===== config.mk =====
export PLATFORM = sky130hd
export DESIGN_NAME = rx_frame_packer
export DESIGN_NICKNAME = d
export VERILOG_FILES = /design/src/rtl/rx_frame_packer.sv
export SDC_FILE = /design/constraint.sdc
export NUM_CORES = 1
export LEC_CHECK = 0
export ABC_AREA = 1
export ABC_CLOCK_PERIOD_IN_PS = 7750
export CAP_MARGIN = 20
export CORE_MARGIN = 2
export CORE_UTILIZATION = 55
export CTS_CLUSTER_SIZE = 10
export DETAILED_ROUTE_END_ITERATION = 6
export GPL_ROUTABILITY_DRIVEN = 0
export PLACE_DENSITY = 0.81
export SYNTH_ARGS = -nofsm -noshare
export SYNTH_HDL_FRONTEND = slang
export SYNTH_SLANG_ARGS = --single-unit

===== constraint.sdc =====
create_clock -name clk -period 7.75 [get_ports clk]
set_clock_uncertainty 0.1 [all_clocks]
set_input_delay 1.1625 -clock clk [delete_from_list [all_inputs] [get_ports clk]]
set_output_delay 1.1625 -clock clk [all_outputs]
set_load 0.03 [all_outputs]

===== src/rtl/rx_frame_packer.sv =====
// Packs radio RX frames into 16-bit SRAM words: sync 0x2DD4, {len,d0}, data pairs.
// Frames that are empty, oversize or too large for free SRAM space are dropped whole.
module rx_frame_packer #(
  parameter int MAX_LEN          = 64,
  parameter int SRAM_DEPTH_WORDS = 262144
) (
  input  logic        clk,
  input  logic        reset_n,
  input  logic [7:0]  rx_data,
  input  logic        rx_valid,
  input  logic        rx_sop,
  output logic        rx_ready,
  output logic        SRAM_write,
  output logic [15:0] Data_to_sram,
  input  logic        SRAM_hint,
  input  logic        SRAM_full,
  input  logic [17:0] SRAM_count,
  output logic        Pkt_Received_int,
  output logic [7:0]  drop_count,
  output logic        busy
);

  typedef enum logic [3:0] {
    IDLE, CHECK, WR_SYNC, GET_D0, WR_WORD, GET_HI, GET_LO, DONE, DISCARD
  } state_t;

  localparam logic [15:0] SYNC_WORD = 16'h2DD4;
  // Depth may be exactly 2^18, so free-space math needs one extra bit.
  localparam logic [18:0] DEPTH     = 19'(SRAM_DEPTH_WORDS);
  localparam logic [7:0]  MAX_L     = 8'(MAX_LEN);

  state_t      state, state_next;
  logic [7:0]  len_q, rem_q;
  logic [15:0] word_q;
  logic        accept, write_done, drop_inc, fits;
  logic [18:0] need, free;

  assign rx_ready = (state == IDLE) || (state == GET_D0) || (state == GET_HI) ||
                    (state == GET_LO) || (state == DISCARD);
  assign accept     = rx_valid & rx_ready;
  assign write_done = SRAM_write & SRAM_hint;

  assign need = 19'd2 + 19'(len_q[7:1]);
  assign free = ({1'b0, SRAM_count} >= DEPTH) ? 19'd0 : (DEPTH - {1'b0, SRAM_count});
  assign fits = (free >= need);

  assign Pkt_Received_int = (state == DONE);
  assign busy             = (state != IDLE);

  always_ff @(posedge clk or negedge reset_n) begin
    if (!reset_n) state <= IDLE;
    else          state <= state_next;
  end

  // NOTE: every combinational output gets a default first so no path leaves it unassigned (no latch).
  always_comb begin
    state_next = state;
    drop_inc   = 1'b0;
    unique case (state)
      IDLE: begin
        if (accept && rx_sop) begin
          if (rx_data == 8'd0) begin
            drop_inc = 1'b1;
          end else if (rx_data > MAX_L) begin
            drop_inc   = 1'b1;
            state_next = DISCARD;
          end else begin
            state_next = CHECK;
          end
        end
      end
      CHECK: begin
        if (fits) begin
          state_next = WR_SYNC;
        end else begin
          drop_inc   = 1'b1;
          state_next = DISCARD;
        end
      end
      WR_SYNC: if (write_done) state_next = GET_D0;
      GET_D0:  if (accept) state_next = WR_WORD;
      WR_WORD: if (write_done) state_next = (rem_q == 8'd0) ? DONE : GET_HI;
      GET_HI:  if (accept) state_next = (rem_q == 8'd1) ? WR_WORD : GET_LO;
      GET_LO:  if (accept) state_next = WR_WORD;
      DONE:    state_next = IDLE;
      DISCARD: if (rem_q == 8'd0 || (accept && rem_q == 8'd1)) state_next = IDLE;
      default: state_next = IDLE;
    endcase
  end

  // NOTE: sequential state uses non-blocking assignments so all registers update from pre-edge values.
  always_ff @(posedge clk or negedge reset_n) begin
    if (!reset_n) begin
      len_q  <= '0;
      rem_q  <= '0;
      word_q <= '0;
    end else begin
      unique case (state)
        IDLE: if (accept && rx_sop) begin
          len_q <= rx_data;
          rem_q <= rx_data;
        end
        GET_D0: if (accept) begin
          word_q <= {len_q, rx_data};
          rem_q  <= len_q - 8'd1;
        end
        GET_HI: if (accept) begin
          word_q[15:8] <= rx_data;
          if (rem_q == 8'd1) word_q[7:0] <= 8'h00;
          rem_q <= rem_q - 8'd1;
        end
        GET_LO: if (accept) begin
          word_q[7:0] <= rx_data;
          rem_q       <= rem_q - 8'd1;
        end
        DISCARD: if (accept && rem_q != 8'd0) rem_q <= rem_q - 8'd1;
        default: ;
      endcase
    end
  end

  // Write launches only while not full; once launched it is held until the hint.
  always_ff @(posedge clk or negedge reset_n) begin
    if (!reset_n) begin
      SRAM_write   <= 1'b0;
      Data_to_sram <= '0;
    end else if (state == WR_SYNC || state == WR_WORD) begin
      if (!SRAM_write && !SRAM_full) begin
        SRAM_write   <= 1'b1;
        Data_to_sram <= (state == WR_SYNC) ? SYNC_WORD : word_q;
      end else if (write_done) begin
        SRAM_write <= 1'b0;
      end
    end
  end

  always_ff @(posedge clk or negedge reset_n) begin
    if (!reset_n)                          drop_count <= '0;
    else if (drop_inc && drop_count != 8'hFF) drop_count <= drop_count + 8'd1;
  end

endmodule

==> key figures <==
Placed design
  • PortBufs: 59
  • Placed inst area: 4741 µm²
  • DPL Wire Length: 7369 µm
  • Dpl ws: 3452 ps

Run
  • Max Cap Viol: 0

Clock network
  • CTS Buf Count: 9
  • CTS tree: yes
  • CTS Sinks: 61
  • H-tree level count: 3
  • Clk root buf: clkbuf_8
  • Setup Buffers After CTS: 0
  • Post-cts resize count: 0
  • Worst skew pair latency: 340 ps
  • Hold_buf cts: 0
  • Clock-pin slew on the worst setup and hold paths: 70 ps
  • Clock Path Buffers: 2

Detailed routing
  • # DRC: 0
  • DR vias: 3878
  • Routed WL per cell: 12.97 µm
  • Antenna Nets Post-Route: 0
  • WL final: 9547 µm
  • Pre-antenna DRT Iters: 5
  • 1st-iter DRT viols: 228
  • Avg Vias per Cell: 5.269

Setup path
  • Max FO, Critical Path: 9
  • CP top delay family: simple AND/OR/NAND/NOR gates
  • Slowest stage delay, CP: 400 ps
  • WP buf/inv: 3
  • Slowest CP cell: clkdlybuf4s50_1
  • CP arrival: 4160 ps
  • Critical Path, Cell by Cell: clkdlybuf4s50_1 > inv_1 > ha_1 > nand3_1 > nor2_1 > xor2_1 > inv_1 > ha_1 > nand2_1 > nor2_1 > a21oi_1 > nand2_1 > nor2_1 > nand2_1 > nor2_1 > nand3_1 > nand2_2 > nand2_2 > nand2_1 > nand2_1
  • Crit path top cell by count: nand2_1
  • Critical Path Start Type: primary input
  • CP Data Required Time: 7880 ps
  • Setup crit end kind: register
  • CP Class: primary input to register

Final layout
  • Final net count: 682
  • Layout cells sized above 1: 6.593%
  • Post-route cell area: 4926 µm²
  • Layout area overhead: 21.36%
  • Commonest non-fill, non-tap cells in the layout: nand2_1 (154), inv_1 (78), dfrtp_1 (61)
  • Most common cell after layout, fill and taps aside: nand2_1
  • Layout fillers: 631
  • Antenna diode count: 0

GRT
  • Largest net degree at the start of global routing: 62
  • GR Overflow Total: 0
  • First-pass GRT wire length: 16450 µm
  • Total Routing Usage GR: 25.01%
  • Vias in the first global route: 3606
  • Antenna violations before repair: 0

Logic synthesis
  • Post-synth EDFFs: 0
  • Top_reg_cell synth: dfrtp_1
  • Synth warn: 0
  • Mapped Cells: 570
  • Mapped Area: 4059 µm²
  • Yosys top cell area share: 37.61%
  • Post-synth top area cell: dfrtp_1
  • Syn Nets: 619
  • Syn_area_per_cell: 7.121 µm²
  • Synthesis-stage register bit count: 61
  • Main area contributors after synthesis: dfrtp_1 (38%), nand2_1 (14%), inv_1 (7.2%)
  • Seq/Total Area, Yosys: 37.61%
  • Distinct cells, synth: 35
  • Async set-reset flop share out of synthesis: 100.0%

Outcome
  • Status: finished clean

STA
  • Final setup viols: 0
  • Worst-Margin Slew: 936.7 ps
  • Final Hold Fails: 0
  • RSZ-0062 raised after global routing: false
  • Worst relative slew slack: 37.21%
  • Final hold slack: 379.5 ps
  • Max-slew violation count: 0
  • Fmax: 0.2482 GHz
  • TNS Setup: 0 ps
  • Tcrit/Tclk final: 51.98%
  • Final Worst Setup Slack: 3722 ps
  • Tmin final: 4028 ps

Floorplanning
  • Core area: 7214 µm²
  • Die Area: 8083 µm²
  • Die Span X: 89.91 µm
  • Die Y: 89.91 µm
  • Initial Util: 56.26%
  • # rows: 31
  • I/O pins: 60

Power and ir drop
  • Reg power frac: 31.2%
  • Leak: 2.389 nW
  • Comb pwr share: 53.7%
  • PwrDens: 358.7 nW/µm²
  • Worst VDD drop: 0.1835 mV
  • Internal power: 940.4 µW
  • Switch Pwr: 826.8 µW
  • Sw Ratio: 46.79%
  • Clock Power Share: 15.1%

Worst hold path
  • Worst hold path class: register to register
power by group through the flow:
stage / sequential [mW] / combinational (mW) / clock, mW
6_report: 0.551 / 0.948 / 0.268
5_1_grt: 0.570 / 1.07 / 0.283
4_1_cts: 0.550 / 0.950 / 0.271
3_5_place_dp: 0.555 / 0.944 / 0
3_3_place_gp: 0.548 / 0.916 / 0
2_1_floorplan: 0.621 / 0.602 / 0
worst reg2reg max path, stage by stage, from the launching register on:
cell and delay [ps]:
dfrtp_1 520, nand3_1 180, nor3_1 220, xor2_1 190, ha_1 270, nand2_1 90, nor2_1 60, a21oi_1 130
nand2_1 60, nor2_1 100, nand2_1 60, nor2_1 130, nand3_1 160, nand2_2 210, nand2_2 170, nand2_1 130
nand2_1 60
area by class of cell:
cell class | count | area (µm²) | area share, %
well taps | 99 | 123.9 | 2.515
multi-input cells | 419 | 2186 | 44.37
flip-flops and latches | 61 | 1526 | 30.99
clock buffers | 12 | 165.2 | 3.353
clock inverters | 3 | 20.02 | 0.4064
inverters | 81 | 304.0 | 6.172
repair buffers | 61 | 600.6 | 12.19
cell families after synthesis:
family | after synthesis | synth area share (%)
AND/OR/NAND/NOR | 296 | 32.12
buffers and inverters | 90 | 8.539
XOR/XNOR | 18 | 3.884
adder cells (fa/ha/maj) | 17 | 5.240
AO/OA/AOI/OAI | 88 | 12.61
flip-flops | 61 | 37.61
final timing paths:
kind	from	to	slack [ps]	depth (start not counted)
worst max-delay path	SRAM_count[0]	drop_count[3]	3720	20
worst min register to register	Data_to_sram[6]	Data_to_sram[6]	380	2
min in group asynchronous	reset_n	Data_to_sram[8]	860	2
max in group asynchronous	reset_n	rem_q[6]	6190	2
worst min-delay path	Data_to_sram[6]	Data_to_sram[6]	380	2
worst max register to register	len_q[2]	drop_count[3]	4810	16
per-stage QoR:
step / instances / total power [mW] / util, %
finish: 736 / 1.767 / 68.28
global route: 736 / 1.926 / 68.28
floorplan: 570 / 1.223 / -
global placement: 721 / 1.465 / 65.71
CTS: 736 / 1.771 / 68.28
detailed placement: 721 / 1.500 / 65.71
Yosys cell counts (all sizes together) (2+ instances only):
cell / instances
nand2: 160
inv: 81
nor2: 68
dfrtp: 61
o21ai: 54
nand3: 47
ha: 17
o211ai: 13
xor2: 12
nor3: 9
clkbuf: 7
a21oi: 6
xnor2: 6
a31oi: 5
o31ai: 5
nand4: 4
o221ai: 3
and2: 2
buf: 2
nand3b: 2
or2: 2
per-layer routing:
| metal | vias to the layer above | share of wire, % | track usage, % |
|---|---|---|---|
| li1 | 1976 | - | - |
| met1 | 1774 | 45 | 32.18 |
| met2 | 108 | 49 | 41.54 |
| met3 | 20 | 4.0 | 4.107 |
| met4 | 0 | 2.5 | 11.67 |
| met5 | - | 0 | 0 |
flip-flops by register name, indices dropped and copies added, names as in the netlist:
signal        count
len_q             8
word_q           16
Data_to_sram     16
state             4
drop_count        8
rem_q             8
SRAM_write        1
Note: power is estimated with default switching activity, not from simulation.
